### config.mk
export PLATFORM = sky130hd
export DESIGN_NAME = serial_parity_framer
export DESIGN_NICKNAME = d
export VERILOG_FILES = /design/src/rtl/serial_parity_pkg.sv /design/src/rtl/serial_parity_framer_acc.sv /design/src/rtl/serial_parity_framer.sv
export SDC_FILE = /design/constraint.sdc
export NUM_CORES = 1
export LEC_CHECK = 0
export BUFFER_PORTS_ARGS = -buffer_cell sky130_fd_sc_hd__buf_2
export CORE_MARGIN = 4
export CORE_UTILIZATION = 45
export DETAILED_ROUTE_END_ITERATION = 7
export HOLD_SLACK_MARGIN = 0.06
export PLACE_DENSITY_LB_ADDON = 0.08
export SLEW_MARGIN = 10
export SYNTH_ARGS = -nofsm -noshare
export SYNTH_HDL_FRONTEND = slang
export SYNTH_SLANG_ARGS = --single-unit
### constraint.sdc
create_clock -name clk -period 2.75 [get_ports clk]
set_input_delay 0.4125 -clock clk [delete_from_list [all_inputs] [get_ports clk]]
set_output_delay 0.4125 -clock clk [all_outputs]
set_load 0.02 [all_outputs]
### src/rtl/serial_parity_pkg.sv
// Shared types and constants for the serial parity framer.
package serial_parity_pkg;

  typedef enum logic [1:0] {
    IDLE   = 2'd0,
    SHIFT  = 2'd1,
    PARITY = 2'd2
  } state_t;

  localparam logic PARITY_EVEN = 1'b0;
  localparam logic PARITY_ODD  = 1'b1;

endpackage

### src/rtl/serial_parity_framer_acc.sv
// Bit-serial parity accumulator: XORs in each transmitted bit, reloads at frame start.
module parity_acc (
  input  logic clk,
  input  logic rst_n,
  input  logic clr,
  input  logic init,
  input  logic en,
  input  logic bit_in,
  output logic acc_out
);

  // Load the parity seed on clr, otherwise fold in the bit sent this beat.
  always_ff @(posedge clk or negedge rst_n) begin
    if (!rst_n) begin
      acc_out <= 1'b0;
    end else if (clr) begin
      acc_out <= init;
    end else if (en) begin
      acc_out <= acc_out ^ bit_in;
    end
  end

endmodule

### src/rtl/serial_parity_framer.sv
// Parallel-to-serial framer: LSB-first data beats followed by one parity beat.
module serial_parity_framer
  import serial_parity_pkg::*;
#(
  parameter int unsigned DATA_W     = 8,
  parameter int unsigned ODD_PARITY = 0
) (
  input  logic              clk,
  input  logic              rst_n,
  input  logic              in_valid,
  output logic              in_ready,
  input  logic [DATA_W-1:0] in_data,
  output logic              out_valid,
  input  logic              out_ready,
  output logic              out_bit,
  output logic              out_last,
  output logic              busy
);

  localparam int unsigned     CNT_W    = (DATA_W > 1) ? $clog2(DATA_W) : 1;
  localparam logic [CNT_W-1:0] LAST_CNT = CNT_W'(DATA_W - 1);
  localparam logic            SEED     = (ODD_PARITY != 0) ? PARITY_ODD : PARITY_EVEN;

  state_t             state;
  logic [DATA_W-1:0]  sreg;
  logic [CNT_W-1:0]   cnt;
  logic               acc;
  logic               load;
  logic               shift_en;

  // Only combinational input-to-output path: ready in IDLE, or as the parity beat leaves.
  assign in_ready = (state == IDLE) || ((state == PARITY) && out_ready);
  assign load     = in_valid && in_ready;
  assign shift_en = (state == SHIFT) && out_ready;

  parity_acc u_acc (
    .clk     (clk),
    .rst_n   (rst_n),
    .clr     (load),
    .init    (SEED),
    .en      (shift_en),
    .bit_in  (sreg[0]),
    .acc_out (acc)
  );

  // Framing FSM with shift register, beat counter and registered outputs.
  always_ff @(posedge clk or negedge rst_n) begin
    if (!rst_n) begin
      state     <= IDLE;
      sreg      <= '0;
      cnt       <= '0;
      out_valid <= 1'b0;
      out_bit   <= 1'b0;
      out_last  <= 1'b0;
      busy      <= 1'b0;
    end else begin
      case (state)
        IDLE, PARITY: begin
          if (load) begin
            state     <= SHIFT;
            sreg      <= in_data;
            cnt       <= '0;
            out_valid <= 1'b1;
            out_bit   <= in_data[0];
            out_last  <= 1'b0;
            busy      <= 1'b1;
          end else if ((state == PARITY) && out_ready) begin
            state     <= IDLE;
            out_valid <= 1'b0;
            out_bit   <= 1'b0;
            out_last  <= 1'b0;
            busy      <= 1'b0;
          end
        end
        SHIFT: begin
          if (out_ready) begin
            sreg <= sreg >> 1;
            if (cnt == LAST_CNT) begin
              // Parity beat carries the accumulator including the bit leaving now.
              state    <= PARITY;
              out_bit  <= acc ^ sreg[0];
              out_last <= 1'b1;
            end else begin
              cnt     <= cnt + CNT_W'(1);
              out_bit <= sreg[1];
            end
          end
        end
        default: begin
          state     <= IDLE;
          out_valid <= 1'b0;
          out_bit   <= 1'b0;
          out_last  <= 1'b0;
          busy      <= 1'b0;
        end
      endcase
    end
  end

endmodule
==> metrics.md <==
| Metric | Value |
|---|---|
| Synthesis-to-layout area growth | `12.0%` |
| Total Wirelength | `1640 um` |
| Syn. warnings | `0` |
| Critical path data arrival time | `1280 ps` |
| Sequential fraction of the synthesis area | `45.7%` |
| First-pass detailed-route iteration total | `3` |
| Static Leakage | `0.455 nW` |
| Number of cells produced by synthesis | `101` |
| Synthesized netlist net count | `115` |
| Period utilization | `61.7%` |
| Total DRC errors in the routed layout | `0` |
| CTS HTree Levels | `1` |
| Most frequent standard cell in the layout excluding fill and tap cells | `sky130_fd_sc_hd__nand2_1` |
| Max-Slew Margin vs Limit | `59.8%` |
| Wire length per cell | `11.7 um` |
| Number of enable flip-flop cells after synthesis | `0` |
| Most frequent cells in the layout | `sky130_fd_sc_hd__nand2_1 (23), sky130_fd_sc_hd__dfrtp_1 (16), sky130_fd_sc_hd__buf_2 (16), sky130_fd_sc_hd__nor2_1 (14), sky130_fd_sc_hd__a31oi_1 (8)` |
| Flip-flop and latch count after synthesis | `16` |
| Number of hold violations in the final report | `0` |
| Dominant combinational cell family by area after synthesis | `simple AND/OR/NAND/NOR gates` |
| Most area-consuming cells after synthesis | `sky130_fd_sc_hd__dfrtp_1 (46%), sky130_fd_sc_hd__nand2_1 (9.9%), sky130_fd_sc_hd__nor2_1 (6.0%)` |
| Initial antenna violation count | `0` |
| Combinational group share of total power | `40.5%` |
| GRT met2 Usage | `20.9%` |
| Synth area leader | `sky130_fd_sc_hd__dfrtp_1` |
| Switching power share of the total | `39.4%` |
| Nature of the critical path startpoint | `register` |
| Maximum number of pins on one net before global-route repair | `17` |
| Run status | `finished, final reports clean` |
| Clock Skews | `10.6 ps` |
| Remaining global-route overflow | `0` |
| Number of global-route vias before repair | `601` |
| Worst reg2reg setup slack | `1140 ps` |
| Cts hold-fix bufs | `1` |
| Pins Over Slew Limit | `0` |
| Global-route met1 utilization | `18.5%` |
| Initial DRC Count | `8` |
| Synth Flop Type | `sky130_fd_sc_hd__dfrtp_1` |
| Unique cell type count in the Yosys netlist | `26` |
| Largest fanout on the critical path | `11` |
| GR met3 Demand/Resource | `6.30%` |
| Row count | `15` |
| Clk_lat worst skew | `290 ps` |
| Clk slew on worst S/H paths | `90 ps` |
| Total of max-cap violations | `0` |
| Dpl hpwl | `1210 um` |
| Starting Density | `49.1%` |
| DR vias | `692` |
| Share of total power in the clock network | `16.0%` |
| Number of I/O pins | `17` |
| Summed negative setup slack over all endpoints | `0 ps` |
| Fraction of synthesized area in multiplexers | `2.43%` |
| Cell internal power dissipation | `0.000575 W` |
| Diodes inserted | `0` |
| CTS tree | `built` |
| Total global-route track usage | `14.0%` |
| Average size of a mapped cell | `8.67 um^2` |
| Core area | `1780 um^2` |
| Buffers inserted during post-CTS setup optimization | `0` |
| Routability Congestion | `0.777` |
| Wire length of the first global-routing pass | `2750 um` |
| Num CTS Buffers | `3` |
| Minimum period implied by the final worst setup slack | `1700 ps` |
| Compound-Gate Fraction of Synth Area | `15.9%` |
| Power per standard cell area | `966 nW/um^2` |
| Slew of the pin with the lowest slew margin | `601 ps` |
| Clock root cell | `sky130_fd_sc_hd__clkbuf_4` |
| Final Net Count | `130` |
| Maximum count of clock buffers along a single path | `2` |
| Critical path data required time | `2340 ps` |
| Sinks on the clock net | `16` |
| Worst vdd rail ir drop | `0.000442 V` |
| Setup repair after global routing missed its margin | `no` |
| Reported net switching power | `0.000373 W` |
| Max frequency | `590 MHz` |
| Post-synth top area share | `45.7%` |
| Overall power consumption | `0.000948 W` |
| Sequential power share | `43.4%` |
| Post-Synthesis Cell Area | `876 um^2` |
| Chip width | `52.1 um` |
| Class of the tightest hold or removal check | `in2reg` |
| Kind of end point of the critical path | `primary output` |
| Kind of critical path | `reg2out` |
| Ratio of cells with drive above 1 in the final layout | `20.0%` |
| Proportion of synthesized flip-flops having asynchronous set or reset | `100%` |
| Post-cts repair resize count | `0` |
| Synthesized-area fraction occupied by xor and xnor cells | `2.00%` |
| Input/output buffers | `16` |
| Adder-cell share of the synthesized area | `2.86%` |
| Vias per cell | `4.94` |
| GRT busiest layer | `met2` |
| Total setup violations reported at the end of the flow | `0` |
| DIE HEIGHT | `52.1 um` |
| Synth Area in Simple Gates | `23.9%` |
| Final ANT Viol Nets | `0` |
| Die area | `2720 um^2` |
==> synth_stat cells, types with 2 or more instances <==
| master | number |
|---|---|
| sky130_fd_sc_hd__nand2_1 | 23 |
| sky130_fd_sc_hd__dfrtp_1 | 16 |
| sky130_fd_sc_hd__nor2_1 | 14 |
| sky130_fd_sc_hd__a31oi_1 | 8 |
| sky130_fd_sc_hd__o21ai_0 | 6 |
| sky130_fd_sc_hd__buf_2 | 3 |
| sky130_fd_sc_hd__inv_1 | 3 |
| sky130_fd_sc_hd__nand2b_1 | 3 |
| sky130_fd_sc_hd__a21oi_1 | 2 |
| sky130_fd_sc_hd__buf_4 | 2 |
| sky130_fd_sc_hd__buf_6 | 2 |
| sky130_fd_sc_hd__ha_1 | 2 |
| sky130_fd_sc_hd__nand3_1 | 2 |
| sky130_fd_sc_hd__nor2b_1 | 2 |
| sky130_fd_sc_hd__o22ai_1 | 2 |
==> per-stage QoR <==
stage	std cells	hold WS [ps]	utilization [%]	instance area (um^2)	setup slack, ps
2_1_floorplan	101	117	-	876	1320
3_3_place_gp	135	350	52.4	935	1220
3_5_place_dp	135	351	52.4	935	1140
4_1_cts	140	342	55.0	981	1040
5_1_grt	140	335	55.0	981	940
6_report	140	353	55.0	981	1050
==> path summary, 6_finish.rpt <==
kind / endpoint / start / cells past startpoint
hold reg to reg: out_bit$_DFFE_PN0P_ / out_bit$_DFFE_PN0P_ / 2
max in group asynchronous: sreg[0]$_DFFE_PN0P_ / rst_n / 2
min in group asynchronous: cnt[0]$_DFFE_PN0P_ / rst_n / 2
setup / recovery: in_ready / state[1]$_DFFE_PN0P_ / 3
setup reg to reg: u_acc.acc_out$_DFFE_PN0P_ / state[0]$_DFFE_PN0P_ / 4
hold / removal: sreg[7]$_DFFE_PN0P_ / in_data[7] / 3
==> worst max-delay path, cell delays in order, from the launching register on <==
cell and delay [ps]:
sky130_fd_sc_hd__dfrtp_1 520, sky130_fd_sc_hd__nor2b_4 250, sky130_fd_sc_hd__nor2_1 60, sky130_fd_sc_hd__buf_2 170
==> power groups by stage <==
| stage | Combinational, W | Clock [W] | Sequential, W |
|---|---|---|---|
| 2_1_floorplan | 0.000323 | 0 | 0.000406 |
| 3_3_place_gp | 0.000377 | 0 | 0.000414 |
| 3_5_place_dp | 0.000388 | 0 | 0.000415 |
| 4_1_cts | 0.000392 | 0.000160 | 0.000410 |
| 5_1_grt | 0.000433 | 0.000176 | 0.000425 |
| 6_report | 0.000384 | 0.000152 | 0.000412 |
==> per-layer routing <==
layer	wire [um]	vias up
li1	-	370
met1	831	306
met2	712	14
met3	84	2
met4	6	0
met5	0	-
==> kinds of logic (layout without fill, tap and decap cells) <==
family	Yosys count	after routing
simple gates	47	47
mux	2	2
fa+ha+maj	2	2
compound gates	22	22
buf+inv	10	24
xor+xnor	2	2
flops	16	16
==> state kept, by name, summed over array words and instances (netlist names) <==
name and count:
sreg 8, cnt 3, state 2, busy 1
out_bit 1, u_acc.acc_out 1
==> cell type report <==
cell class / count / area, um^2
clock buffer: 4 / 36.3
fill: 177 / 802
inverter: 3 / 11.3
multi-input combinational: 75 / 412
sequential: 16 / 400
tap: 25 / 31.3
timing repair buffer: 17 / 90.1
(Power assumes the default switching activity.)
